`src/rtl/check_node_message_generator.sv`:
```
// Check-node output stage: turns a row's min/second_min/pos/signs into DEG
// sign-magnitude check-to-variable messages. Define OFFSET_MIN_SUM_EN for offset min-sum.
module check_node_message_generator #(
  parameter int DEG    = 40,
  parameter int W      = 32,
  parameter int IDXW   = 6,
  parameter int OFFSET = 1
) (
  input  logic            clk,
  input  logic            reset,
  input  logic            start,
  input  logic [W-1:0]    min,
  input  logic [W-1:0]    second_min,
  input  logic [IDXW-1:0] pos,
  input  logic [DEG-1:0]  signs,
  output logic            busy,
  output logic            out_valid,
  input  logic            out_ready,
  output logic [IDXW-1:0] out_index,
  output logic [W-1:0]    out_msg,
  output logic            done
);

  localparam logic [1:0]      ST_IDLE  = 2'd0;
  localparam logic [1:0]      ST_EMIT  = 2'd1;
  localparam logic [1:0]      ST_DONE  = 2'd2;
  localparam logic [IDXW-1:0] LAST_IDX = IDXW'(DEG - 1);
  localparam logic [W-1:0]    MAG_MAX  = {1'b0, {(W-1){1'b1}}};

  function automatic logic parity_f(input logic [DEG-1:0] v);
    return ^v;
  endfunction

  function automatic logic [W-2:0] clamp_f(input logic [W-1:0] m);
    if (m[W-1]) begin
      return MAG_MAX[W-2:0];
    end else begin
      return m[W-2:0];
    end
  endfunction

  logic [1:0]      state_r;
  logic [W-1:0]    min_r;
  logic [W-1:0]    second_min_r;
  logic [IDXW-1:0] pos_r;
  logic [DEG-1:0]  signs_r;
  logic            parity_r;
  logic [IDXW-1:0] idx_r;
  logic            busy_r;
  logic            out_valid_r;
  logic [IDXW-1:0] out_index_r;
  logic [W-1:0]    out_msg_r;
  logic            done_r;

  logic [IDXW-1:0] sel_idx_s;
  logic [W-1:0]    mag_sel_s;
  logic [W-1:0]    mag_s;
  logic            sign_s;
  logic [W-1:0]    msg_s;

  // Message for the edge that will be presented next; the first edge is loaded
  // one cycle after capture so the output path only ever sees registered state.
  always_comb begin
    sel_idx_s = idx_r;
    mag_sel_s = min_r;
    mag_s     = min_r;
    sign_s    = parity_r;
    if (out_valid_r) begin
      sel_idx_s = idx_r + IDXW'(1);
    end else begin
      sel_idx_s = idx_r;
    end
    if (sel_idx_s == pos_r) begin
      mag_sel_s = second_min_r;
    end else begin
      mag_sel_s = min_r;
    end
`ifdef OFFSET_MIN_SUM_EN
    if (mag_sel_s > W'(OFFSET)) begin
      mag_s = mag_sel_s - W'(OFFSET);
    end else begin
      mag_s = {W{1'b0}};
    end
`else
    mag_s = mag_sel_s;
`endif
    // parity ^ own sign leaves the XOR of every other edge's sign
    if (int'(sel_idx_s) < DEG) begin
      sign_s = parity_r ^ signs_r[sel_idx_s];
    end else begin
      sign_s = parity_r;
    end
    msg_s = {sign_s, clamp_f(mag_s)};
  end

  // Row capture, stream sequencing and registered outputs
  always_ff @(posedge clk) begin
    if (reset) begin
      state_r      <= ST_IDLE;
      min_r        <= {W{1'b0}};
      second_min_r <= {W{1'b0}};
      pos_r        <= {IDXW{1'b0}};
      signs_r      <= {DEG{1'b0}};
      parity_r     <= 1'b0;
      idx_r        <= {IDXW{1'b0}};
      busy_r       <= 1'b0;
      out_valid_r  <= 1'b0;
      out_index_r  <= {IDXW{1'b0}};
      out_msg_r    <= {W{1'b0}};
      done_r       <= 1'b0;
    end else begin
      case (state_r)
        ST_IDLE: begin
          done_r <= 1'b0;
          if (start) begin
            min_r        <= min;
            second_min_r <= second_min;
            pos_r        <= pos;
            signs_r      <= signs;
            parity_r     <= parity_f(signs);
            idx_r        <= {IDXW{1'b0}};
            busy_r       <= 1'b1;
            state_r      <= ST_EMIT;
          end else begin
            state_r <= ST_IDLE;
          end
        end
        ST_EMIT: begin
          if (!out_valid_r) begin
            out_valid_r <= 1'b1;
            out_index_r <= sel_idx_s;
            out_msg_r   <= msg_s;
          end else if (out_ready) begin
            if (idx_r == LAST_IDX) begin
              out_valid_r <= 1'b0;
              busy_r      <= 1'b0;
              done_r      <= 1'b1;
              state_r     <= ST_DONE;
            end else begin
              idx_r       <= sel_idx_s;
              out_index_r <= sel_idx_s;
              out_msg_r   <= msg_s;
            end
          end else begin
            out_valid_r <= 1'b1;
          end
        end
        ST_DONE: begin
          done_r  <= 1'b0;
          state_r <= ST_IDLE;
        end
        default: begin
          out_valid_r <= 1'b0;
          busy_r      <= 1'b0;
          done_r      <= 1'b0;
          state_r     <= ST_IDLE;
        end
      endcase
    end
  end

  assign busy      = busy_r;
  assign out_valid = out_valid_r;
  assign out_index = out_index_r;
  assign out_msg   = out_msg_r;
  assign done      = done_r;

endmodule

```
`config.mk`:
```
export PLATFORM = sky130hd
export DESIGN_NAME = check_node_message_generator
export DESIGN_NICKNAME = d
export VERILOG_FILES = /design/src/rtl/check_node_message_generator.sv
export SDC_FILE = /design/constraint.sdc
export NUM_CORES = 1
export LEC_CHECK = 0
export BUFFER_PORTS_ARGS = -buffer_cell sky130_fd_sc_hd__clkbuf_2
export CAP_MARGIN = 20
export CORE_AREA = 2 2 114 127
export DETAILED_ROUTE_END_ITERATION = 7
export DIE_AREA = 0 0 116 129
export PLACE_DENSITY = 0.79
export REMOVE_ABC_BUFFERS = 1
export SKIP_CTS_REPAIR_TIMING = 1
export SYNTH_ARGS = -nofsm -noshare
export SYNTH_HDL_FRONTEND = slang
export SYNTH_SLANG_ARGS = --single-unit
```
`constraint.sdc`:
```
create_clock -name clk -period 3 [get_ports clk]
set_input_delay 0.45 -clock clk [delete_from_list [all_inputs] [get_ports clk]]
set_output_delay 0.45 -clock clk [all_outputs]
set_load 0.1 [all_outputs]
```
==> flow_metrics.tcl, run 1 <==
set metrics [dict create \
    clock-sinks 160 \
    final_util_pct 65.1 \
    cp-end-kind "flip-flop" \
    ys_types 44 \
    crit_type "reg2reg" \
    post-route-min-period_ns 2.70 \
    r2r-start "idx_r[0]$_SDFFE_PP0P_" \
    seq_area_frac_synth_pct 43.2 \
    combinationalPowerShare_pct 23.0 \
    hpwl_um 12200 \
    cts_max_path_buffers 2 \
    crit_fanout 31 \
    drt-wirelength-per-cell_um 15.5 \
    vias 6546 \
    fin_nets 1107 \
    endpoint "out_msg[13]$_SDFFE_PP0P_" \
    grt_pass1_wl_um 29900 \
    fin_crit_sh_pct 89.9 \
    ys_ff_latch 160 \
    skew_ns 0.0105 \
    core_area_um2 13600 \
    synth_edf_count 0 \
    fmax_mhz 371 \
    yosysTopAreaCell "dfxtp_1" \
    fin_ws_ns 0.302 \
    synthTopCellsByArea "dfxtp_1 43%, nand2_1 12%, a21oi_1 8.2%" \
    dieArea_um2 15000 \
    cap_violations 0 \
    antenna_found_initial 0 \
    relSlewSlack_pct 53.9 \
    insertion_delay_ns 0.43 \
    power.density_nw_per_um2 662 \
    layout-drive-gt1-share_pct 25.6 \
    route.detailed.drc 0 \
    die_h_um 129 \
    grt-ovfl-total 0 \
    routed_via_density 5.50 \
    synth_area_per_cell_um2 8.51 \
    rr_worst_depth 8 \
    core.rowCount 45 \
    start_util_pct 54.4 \
    cts_buffers 17 \
    slew_violations 0 \
    pin_count 155 \
    power_frac_seq_pct 40.5 \
    dr.pass1.iters 5 \
    grt_pass1_vias 6201 \
    p_int_mw 4.00 \
    setup_violations 0 \
    clk_pin_slew_ns 0.06 \
    place.gp.congestion 0.875 \
    die_x_um 116 \
    critical_path.startpoint_type "flip-flop" \
    cts_tree "yes" \
    hold_viol 0 \
    power_frac_clock_pct 36.5 \
    antennaDiodeCount 0 \
    htree_levels 4 \
    crit_start "idx_r[0]$_SDFFE_PP0P_" \
    cts_root_buffer "clkbuf_16" \
    yosys_warnings 0 \
    ant_nets 0 \
    pre_cts_slack_ns 0.309 \
    synthMostInstantiatedCell "nand2_1" \
    status "completed" \
    r2r_setup_slack_ns 0.30 \
    synth_top_area_share_pct 43.2 \
    switchingPower_mw 1.88 \
    syn_to_final_growth_pct 19.8 \
    synth_flop_cell "dfxtp_1" \
    power.leakage_nw 3.50 \
    grt_max_degree 80 \
    worst_pin_slew_ns 0.688 \
    reg2reg_to "out_msg[13]$_SDFFE_PP0P_" \
    synth_common_cells "233 x nand2_1, 160 x dfxtp_1, 121 x a21oi_1" \
    syn-cell-area_um2 7410 \
    drt_iter0_markers 425 \
    grt_usage_pct 25.2 \
    synthArstFlopShare_pct 0 \
    hold_path_class "in2reg" \
    synthCells 871 \
    p_sw_share_pct 32.0 \
    portBuffers 154 \
    crit_required_ns 3.31 \
    arrival_ns 3.01 \
    routed_wl_um 18500 \
    ir_drop_mv 0.379 \
]
-- layout make-up --
type | count | area, µm²
clock inverters | 8 | 106
multi-input cells | 635 | 3880
clock buffers | 21 | 480
repair buffers | 172 | 946
flip-flops and latches | 160 | 3200
well taps | 188 | 235
fillers | 1176 | 4750
inverters | 6 | 22.5
-- through the flow --
stage                TNS, ns  instances  area (µm²)  hold WS [ns]  total power [mW]
floorplan            -215.81        801        7090         0.425              3.40
global placement           0       1160        8270         0.438              3.73
detailed placement         0       1160        8270         0.448              3.76
CTS                        0       1189        8860         0.231              5.88
global route        -0.00845       1190        8870         0.235              6.11
finish                     0       1190        8870         0.241              5.88
-- flip-flops by register name (all words and copies together) (netlist names) --
name and flops:
second_min_r 32, done 1, state_r 2, idx_r 6, parity_r 1, out_msg 32
min_r 32, out_valid 1, pos_r 6, busy 1, out_index 6, signs_r 40
-- power by group through the flow --
stage	logic (mW)	registers [mW]	clock network, mW
2_1_floorplan	0.609	2.79	0
3_3_place_gp	1.31	2.42	0
3_5_place_dp	1.33	2.42	0
4_1_cts	1.34	2.38	2.16
5_1_grt	1.46	2.40	2.25
6_report	1.35	2.38	2.14
-- metal layers --
metal  part of all wire (%)  global-route usage [%]  vias to the layer above  routed length (µm)
met5                      0                       0                        -                   0
met4                    2.1                    10.1                        0                 380
met3                    5.6                    4.90                       29                1040
met2                     49                    41.3                      206                9010
met1                     44                    32.9                     3097                8030
li1                       -                       -                     3214                   -
-- cell usage in the layout, fill, tap and decap left out, types with 3 or more instances in the layout --
cell         n
clkbuf_8     4
inv_1        6
o32ai_1      4
buf_4       15
mux4_2      20
a21oi_1    121
nand3b_1     3
nand3_1      4
nor3_1      41
nor2_1      80
clkbuf_2   153
clkbuf_16   18
a2111oi_4    3
dfxtp_1    160
a2111oi_2   26
nand2_1    233
xnor2_1     40
o21ai_0      5
nand2b_1     5
a211oi_1    10
xor2_1      10
-- worst max-delay path, cell delays in order, from the launching register on --
cell	delay [ns]
dfxtp_1	0.33
buf_4	0.35
nand4_2	0.22
xor2_2	0.32
xnor2_1	0.15
nor4_4	0.41
clkbuf_16	0.30
nor3_1	0.09
a2111oi_2	0.39
-- worst min path at each step --
| stage | depth (start not counted) | slack (ns) | endpoint | from |
|---|---|---|---|---|
| 6_report | 3 | 0.24 | min_r[2]$_SDFFE_PP0P_ | min[2] |
| 5_1_grt | 3 | 0.24 | min_r[14]$_SDFFE_PP0P_ | min[14] |
| 4_1_cts | 3 | 0.23 | second_min_r[28]$_SDFFE_PP0P_ | second_min[28] |
| 3_5_place_dp | 2 | 0.45 | min_r[21]$_SDFFE_PP0P_ | min_r[21]$_SDFFE_PP0P_ |
| 3_3_place_gp | 2 | 0.44 | second_min_r[31]$_SDFFE_PP0P_ | second_min_r[31]$_SDFFE_PP0P_ |
| 2_1_floorplan | 2 | 0.43 | min_r[31]$_SDFFE_PP0P_ | min_r[31]$_SDFFE_PP0P_ |
-- cell families (layout without fill, tap and decap cells) --
logic type | count (synthesis) | count (layout) | synth area share (%)
AND/OR/NAND/NOR | 380 | 380 | 21.2
AO/OA/AOI/OAI | 178 | 178 | 17.5
flip-flops | 160 | 160 | 43.2
buffers and inverters | 76 | 207 | 4.56
XOR/XNOR | 54 | 54 | 7.06
multiplexers | 22 | 22 | 6.35
adder cells (fa/ha/maj) | 1 | 1 | 0.169
Power figures use the tool's default switching activity.
==> inputs of run 2 (changes only) <==
==> constraint.sdc (replaced) <==
create_clock -name clk -period 3 [get_ports clk]
set_input_delay 0.6 -clock clk [delete_from_list [all_inputs] [get_ports clk]]
set_output_delay 0.6 -clock clk [all_outputs]
set_load 0.1 [all_outputs]
==> run 2 against run 1 <==
Utilization grew 0.17 points. Power grew 0.59%. Sequential power is essentially flat. Non-clock buffer count shrank 1. Die area is the same. Combinational power is essentially flat. Register-to-register slack gained 0.07 ns. First-iteration DRC count grew 8.7%. Clock skew shrank 0.0059 ns. Critical endpoint is now out_msg[11]$_SDFFE_PP0P_. Largest cell class unchanged.
==> flow_metrics.tcl, run 2 (synthesis gave the netlist of run 1 again) <==
set metrics [dict create \
    worst_pin_slew_ns 0.674 \
    grt_usage_pct 24.1 \
    crit_fanout 62 \
    crit_type "reg2reg" \
    insertion_delay_ns 0.42 \
    cap_violations 0 \
    clk_pin_slew_ns 0.06 \
    start_util_pct 54.4 \
    cts_max_path_buffers 2 \
    core_area_um2 13600 \
    cts_tree "yes" \
    critPathBufInv 2 \
    routed_wl_um 17500 \
    hold_start "second_min[10]" \
    endpoint "out_msg[11]$_SDFFE_PP0P_" \
    arrival_ns 2.94 \
    routed_via_density 5.43 \
    largest_reg_flops 40 \
    top_register "signs_r" \
    die_x_um 116 \
    ant_nets 0 \
    antennaDiodeCount 0 \
    rsz0062_at_grt "false" \
    dieArea_um2 15000 \
    post-route-min-period_ns 2.63 \
    grt_pass1_vias 6039 \
    cp-end-kind "flip-flop" \
    status "completed" \
    crit_path_top_delay_cell "a2111oi_2" \
    fin_nets 1106 \
    portBuffers 154 \
    grt_pass1_wl_um 28600 \
    rr_worst_depth 8 \
    dr.pass1.iters 6 \
    drt-wirelength-per-cell_um 14.7 \
    grt_max_degree 81 \
    fin_crit_sh_pct 87.5 \
    hold_viol 0 \
    place.gp.congestion 0.873 \
    vias 6468 \
    setup_tns_ns 0 \
    ir_drop_mv 0.428 \
    htree_levels 4 \
    reg2reg_to "out_msg[11]$_SDFFE_PP0P_" \
    crit_chain "buf_4 -> nand4_2 -> xor2_2 -> xnor2_1 -> nor4_4 -> buf_12 -> nor3_1 -> a2111oi_2" \
    route.detailed.drc 0 \
    cts_root_buffer "clkbuf_16" \
    layout-drive-gt1-share_pct 25.7 \
    cpPeakStageDelay_ns 0.37 \
    setup_violations 0 \
    final_common_cell "nand2_1" \
    pin_count 155 \
    syn_to_final_growth_pct 20.1 \
    final_util_pct 65.3 \
    grt-ovfl-total 0 \
    slew_violations 0 \
    mostFrequentLayoutCells "233 x nand2_1, 160 x dfxtp_1, 153 x clkbuf_2" \
    antenna_found_initial 0 \
    power.density_nw_per_um2 665 \
    r2r_setup_slack_ns 0.37 \
    cts_buffers 17 \
    hold_path_class "in2reg" \
    power.leakage_nw 3.52 \
    r2r-start "idx_r[0]$_SDFFE_PP0P_" \
    fin_ws_ns 0.375 \
    critical_path.startpoint_type "flip-flop" \
    skew_ns 0.00459 \
    relSlewSlack_pct 54.8 \
    die_h_um 129 \
    pre_cts_slack_ns 0.418 \
    fillers 1156 \
    cp_num_cells 8 \
    drt_iter0_markers 462 \
    fmax_mhz 381 \
    crit_start "idx_r[0]$_SDFFE_PP0P_" \
    hpwl_um 11900 \
    crit_family "simple AND/OR/NAND/NOR gates" \
    core.rowCount 45 \
    clock-sinks 160 \
    crit_required_ns 3.31 \
]
## run 2: changes by cell type in the layout (fill, tap and decap cells not counted)
cell / previous run / this run
buf_12: 1 / 3
buf_4: 15 / 14
buf_6: 2 / 1
clkbuf_1: 0 / 1
clkbuf_16: 18 / 17
clkbuf_8: 4 / 6
clkinv_2: 1 / 3
clkinv_4: 2 / 3
clkinvlp_4: 2 / 0
inv_6: 1 / 0
## run 2: stage by stage
step | power (mW) | area, µm² | std cells | hold slack, ns
after global routing | 6.15 | 8900 | 1192 | 0.380
after global placement | 3.73 | 8280 | 1160 | 0.437
after CTS | 5.94 | 8900 | 1192 | 0.376
after detailed placement | 3.76 | 8280 | 1160 | 0.445
after floorplan | 3.40 | 7090 | 801 | 0.425
final | 5.91 | 8900 | 1192 | 0.391
## run 2: tightest hold or removal path, stage by stage
cell and delay [ns]:
clkbuf_2 0.08, nand2_1 0.04, a21oi_1 0.05
## run 2: metal layers
| metal | global-route usage, % | up-vias | part of all wire, % |
|---|---|---|---|
| met5 | 0 | - | 0 |
| met4 | 8.68 | 0 | 1.9 |
| met3 | 5.28 | 24 | 5.9 |
| met2 | 38.5 | 205 | 48 |
| met1 | 32.3 | 3021 | 44 |
| li1 | - | 3218 | - |
## run 2: power breakdown
| group | internal, mW | switching (mW) | total (mW) |
|---|---|---|---|
| Clock | 1.36 | 0.843 | 2.20 |
| Combinational | 0.412 | 0.923 | 1.33 |
| Sequential | 2.28 | 0.0985 | 2.38 |
## run 2: area by class of cell
class	instances	area, µm²	share of cell area (%)
sequential	160	3200	36.0
clock buffer	24	512	5.75
inverter	6	22.5	0.253
clock inverter	8	101	1.14
timing repair buffer	171	942	10.6
tap	188	235	2.64
multi-input combinational	635	3880	43.6
## run 2: worst min path at each step
stage	to	cells past startpoint
6_report	second_min_r[10]$_SDFFE_PP0P_	3
5_1_grt	second_min_r[24]$_SDFFE_PP0P_	3
4_1_cts	second_min_r[10]$_SDFFE_PP0P_	3
3_5_place_dp	second_min_r[31]$_SDFFE_PP0P_	2
3_3_place_gp	min_r[31]$_SDFFE_PP0P_	2
2_1_floorplan	min_r[31]$_SDFFE_PP0P_	2
